### config.mk
export PLATFORM = sky130hd
export DESIGN_NAME = exec_arith_unit
export DESIGN_NICKNAME = d
export VERILOG_FILES = /design/src/rtl/exec_arith_pkg.sv /design/src/rtl/adder_w.sv /design/src/rtl/exec_arith_unit.sv
export SDC_FILE = /design/constraint.sdc
export NUM_CORES = 1
export LEC_CHECK = 0
export ABC_CLOCK_PERIOD_IN_PS = 10100
export BUFFER_PORTS_ARGS = -buffer_cell sky130_fd_sc_hd__buf_2
export CORE_AREA = 10 10 169 171
export DETAILED_ROUTE_END_ITERATION = 6
export DIE_AREA = 0 0 179 181
export PLACE_DENSITY = 0.83
export SYNTH_ARGS = -nofsm -noshare
export SYNTH_HDL_FRONTEND = slang
export SYNTH_SLANG_ARGS = --single-unit
### constraint.sdc
create_clock -name clk -period 10.1 [get_ports clk]
set_input_delay 0.505 -clock clk [delete_from_list [all_inputs] [get_ports clk]]
set_output_delay 0.505 -clock clk [all_outputs]
set_load 0.02 [all_outputs]
### src/rtl/exec_arith_pkg.sv
// Shared types and widths for the execute-stage arithmetic block.
package exec_arith_pkg;

   localparam int WORD_W = 64;

   typedef enum logic [1:0] {
      ALU_ADD = 2'b00,
      ALU_SUB = 2'b01,
      ALU_AND = 2'b10,
      ALU_OR  = 2'b11
   } alu_op_e;

endpackage

### src/rtl/adder_w.sv
// WIDTH-bit ripple-agnostic adder with carry-in and carry-out.
module adder_w
   import exec_arith_pkg::*;
#(
   parameter int WIDTH = WORD_W
) (
   input  logic [WIDTH-1:0] a,
   input  logic [WIDTH-1:0] b,
   input  logic             cin,
   output logic [WIDTH-1:0] sum,
   output logic             cout
);

   logic [WIDTH:0] total;

   always_comb begin
      total = {1'b0, a} + {1'b0, b} + {{WIDTH{1'b0}}, cin};
   end

   assign sum  = total[WIDTH-1:0];
   assign cout = total[WIDTH];

endmodule

### src/rtl/exec_arith_unit.sv
// Execute ALU plus the shared PC adder, with a registered ALU copy.
module exec_arith_unit
   import exec_arith_pkg::*;
#(
   parameter int WIDTH = WORD_W,
   parameter int SEL_W = 2
) (
   input  logic             clk,
   input  logic             rst,
   input  logic [WIDTH-1:0] A,
   input  logic [WIDTH-1:0] B,
   input  logic [SEL_W-1:0] ALU_Sel,
   output logic [WIDTH-1:0] ALU_Out,
   output logic             zero,
   output logic [WIDTH-1:0] alu_q,
   output logic             zero_q,
   input  logic [WIDTH-1:0] a,
   input  logic [WIDTH-1:0] b,
   output logic [WIDTH-1:0] out,
   output logic             carry
);

   logic             is_sub;
   logic [WIDTH-1:0] b_eff;
   logic [WIDTH-1:0] arith;
   logic             unused_cout;

   // SUB reuses the adder: A + ~B + 1
   assign is_sub = (ALU_Sel == ALU_SUB);
   assign b_eff  = is_sub ? ~B : B;

   adder_w #(.WIDTH(WIDTH)) u_alu_add (
      .a    (A),
      .b    (b_eff),
      .cin  (is_sub),
      .sum  (arith),
      .cout (unused_cout)
   );

   adder_w #(.WIDTH(WIDTH)) u_pc_add (
      .a    (a),
      .b    (b),
      .cin  (1'b0),
      .sum  (out),
      .cout (carry)
   );

   always_comb begin
      ALU_Out = '0;
      case (ALU_Sel)
         ALU_ADD: ALU_Out = arith;
         ALU_SUB: ALU_Out = arith;
         ALU_AND: ALU_Out = A & B;
         ALU_OR:  ALU_Out = A | B;
         default: ALU_Out = '0;
      endcase
   end

   assign zero = (ALU_Out == '0);

   always_ff @(posedge clk or posedge rst) begin
      if (rst) begin
         alu_q  <= '0;
         zero_q <= 1'b1;
      end else begin
         alu_q  <= ALU_Out;
         zero_q <= zero;
      end
   end

endmodule

==> results.md <==
Synthesis
• sky130_fd_sc_hd__a21oi_1 — most frequently used cell type in the post-synthesis netlist
• sky130_fd_sc_hd__ha_1 — top cell type by total area after synthesis
• sky130_fd_sc_hd__ha_1 15%, sky130_fd_sc_hd__dfrtp_1 14%, sky130_fd_sc_hd__xnor2_1 9.8%, sky130_fd_sc_hd__a21oi_1 7.4%, sky130_fd_sc_hd__nand2_1 5.0% — cell types with the largest area share after synthesis
• 0 — count of flip-flops with a built-in enable after synthesis
• 14.8% — share of the synthesized area in the top cell type
• 0 — Syn. warnings
• 14.3% — sequential cell area fraction in the yosys report
• 169 x sky130_fd_sc_hd__a21oi_1, 152 x sky130_fd_sc_hd__nand2_1, 134 x sky130_fd_sc_hd__ha_1 — Synth top cells by count
• 85 — post-synthesis cell type count
• 7.52 µm² — average instance area after synthesis
• 1,511 — gate count after technology mapping
• 1,907 — Synth Net Count
• sky130_fd_sc_hd__dfrtp_1 — leading register cell type out of synthesis
• 65 — post-synthesis sequential element count
• 100% — share of flip-flops with an asynchronous set or reset
• 11,400 µm² — cell area after technology mapping

Placed design
• 0.988 — Routability Congestion
• 13,800 µm² — DP Area
• 454 — buffers added on ports
• 2310 ps — Setup Slack @ Placement
• 41.6 mm — HPWL after detailed placement

Clocking
• sky130_fd_sc_hd__clkbuf_16 — clock root buffer master
• 65 — Clock Sinks
• yes — clock tree from TritonCTS
• 60 ps — clock-pin slew of the registers on the worst-case setup and hold paths
• 0 — count of hold-fix buffers inserted at cts
• 0 — number of instances resized during post-cts repair
• 9 — total CTS buffers
• 3 — Max H-tree Level
• 2 — maximum buffer depth of the clock tree
• 0 — buffers inserted during post-CTS setup optimization

Global routing
• 92 — maximum number of pins on one net before global-route repair
• 73.6 mm — global-route wire length before repair
• 12 — number of antenna violations at the first check in global routing
• 13,300 — number of global-route vias before repair
• 0 — total gr overflow
• 28.3% — global-route usage over all layers

Worst setup path
• buf_2 > nand2b_4 > buf_4 > xnor2_1 > ha_1 > nand4_1 > or3_1 > a2111oi_0 > o21ai_1 > a21oi_1 > xnor2_1 > o21ai_1 > or4_1 > nor4_1 > nand4_1 > or4_1 > nor4b_2 > buf_2 — cells along the critical path
• primary input — nature of the critical path startpoint
• 36 — Max FO, Critical Path
• in -> out — critical path class
• 770 ps — Crit path largest cell delay
• primary output — Worst Setup End Kind
• simple AND/OR/NAND/NOR gates — cell type group with the largest total delay on the critical path
• 3 — CP bufs+invs
• 9600 ps — critical path required time
• 7480 ps — arrival time worst endpoint
• sky130_fd_sc_hd__a2111oi_0 — Slowest-stage cell, CP

Finish
• 14,200 µm² — post-route design area
• 2,373 — number of fill cells
• 24.5% — Layout Area Growth over Synthesis
• 56.5% — Final Core Density
• 9310 µm² — area of the multi-input gates
• 26.1% — share of post-route cells with drive strength above 1
• 2,304 — count of nets after finishing
• 1630 µm² — sequential standard cell area

Timing
• 79.0% — post-route fraction of the period consumed by the critical path
• 0 — number of hold violations in the final report
• 0 — number of endpoints failing setup at the final stage
• 7980 ps — Final Critical Period
• false — RSZ-0062 raised after global routing
• 0 ps — post-route setup TNS
• 34.5% — max_slew headroom
• 2120 ps — final setup margin
• 958 ps — Tightest Pin Transition
• 0 — total count of max-transition violations in the final report
• 125 MHz — highest attainable clock frequency

Floorplan
• 455 — Top Ports
• 181 µm — Die Y
• 179 µm — die width
• 32,400 µm² — overall die area
• 25,000 µm² — Core ar.
• 45.4% — Initial Utilization
• 58 — Row Count

Power
• 139 nW/µm² — Pwr per Cell Area
• 6.73 nW — Static Leakage
• 0.000113 V — maximum vdd ir drop

Detailed routing
• 1,220 — First DRT Iteration DRCs
• 48.8 mm — total wire length
• 5.98 — detail-routed via count per cell
• 0 — count of unresolved DRC violations after routing
• 5 — drt first pass iters
• 21.7 µm — average detailed-routed wire length per instance
• 0 — count of nets left with antenna violations after detail routing
• 13,400 — routed via count

Run
• 0 — number of max-capacitance violations reported

Worst hold path
• in -> async — HP Class

Status
• finished clean — result of the run

## cells in the final DEF (no fill, tap or decap), types with 14 or more instances in the layout
master                     Yosys  routed
sky130_fd_sc_hd__a21oi_1     169     169
sky130_fd_sc_hd__dfrtp_1      64      64
sky130_fd_sc_hd__o21bai_1     26      26
sky130_fd_sc_hd__nor2_1       97      97
sky130_fd_sc_hd__nor3_1       28      28
sky130_fd_sc_hd__a211oi_1     14      14
sky130_fd_sc_hd__xnor2_1     127     127
sky130_fd_sc_hd__inv_1        36      35
sky130_fd_sc_hd__ha_1        134     134
sky130_fd_sc_hd__xor2_1       44      44
sky130_fd_sc_hd__nand2_1     152     152
sky130_fd_sc_hd__o21ai_1      16      16
sky130_fd_sc_hd__o21a_1       18      18
sky130_fd_sc_hd__a31oi_1      15      15
sky130_fd_sc_hd__o21ai_0     110     110
sky130_fd_sc_hd__maj3_1       48      48
sky130_fd_sc_hd__buf_2         5     453
sky130_fd_sc_hd__nand4_1      41      41
sky130_fd_sc_hd__a21o_1       71      71
sky130_fd_sc_hd__nand3_1      30      30
## worst max-delay path by stage
stage | startpoint | endpoint | slack [ps] | cells after the start
5_1_grt | ALU_Sel[0] | zero | 1650 | 19
4_1_cts | ALU_Sel[0] | zero | 2320 | 18
3_3_place_gp | ALU_Sel[0] | zero | 2490 | 19
6_report | ALU_Sel[0] | zero | 2120 | 18
3_5_place_dp | ALU_Sel[0] | zero | 2310 | 18
2_1_floorplan | ALU_Sel[0] | zero | 3980 | 20
## sequential cells by signal, summed over array words and instances (netlist names)
name and cells:
alu_q 64, zero_q 1
## logic make-up (layout without fill, tap and decap cells)
kind of cell / count (synthesis) / count (layout) / share of synthesized area [%]
compound gates: 530 / 530 / 29.7
simple gates: 444 / 444 / 19.1
fa+ha+maj: 184 / 184 / 19.3
xor+xnor: 171 / 171 / 13.2
buf+inv: 111 / 513 / 3.79
flops: 65 / 65 / 14.3
mux: 6 / 6 / 0.550
other cells: 0 / 3 / 0
## through the flow
step           hold WS, ps  std cells  total power [mW]
5_1_grt                488       2244              2.09
6_report               411       2246              1.97
2_1_floorplan          872       1511              1.17
4_1_cts                434       2243              1.97
3_5_place_dp           801       2227              1.61
3_3_place_gp           779       2227              1.59
## where the power goes
| part | total [mW] | switching, mW | internal [mW] |
|---|---|---|---|
| Sequential | 0.321 | 0.0121 | 0.309 |
| Combinational | 1.29 | 0.834 | 0.458 |
| Clock | 0.359 | 0.135 | 0.224 |
| Total | 1.97 | 0.981 | 0.991 |
## layout make-up
cell class,count,area share (%)
well taps,330,2.92
inverters,36,0.955
multi-input cells,1335,65.8
clock buffers,10,1.69
repair buffers,461,16.4
clock inverters,6,0.636
flip-flops and latches,65,11.5
diodes,3,0.0530
## layer usage
| layer | track usage [%] | vias up | routed length (µm) |
|---|---|---|---|
| met3 | 6.57 | 105 | 4640 |
| met5 | 0 | - | 128 |
| li1 | - | 6400 | - |
| met1 | 31.9 | 6232 | 18300 |
| met4 | 10.9 | 14 | 1850 |
| met2 | 50.1 | 675 | 23900 |
## tightest hold or removal path: stages
cell                    delay [ps]
sky130_fd_sc_hd__buf_2         100
sky130_fd_sc_hd__inv_2          30
sky130_fd_sc_hd__buf_4         650
(Power assumes the default switching activity.)
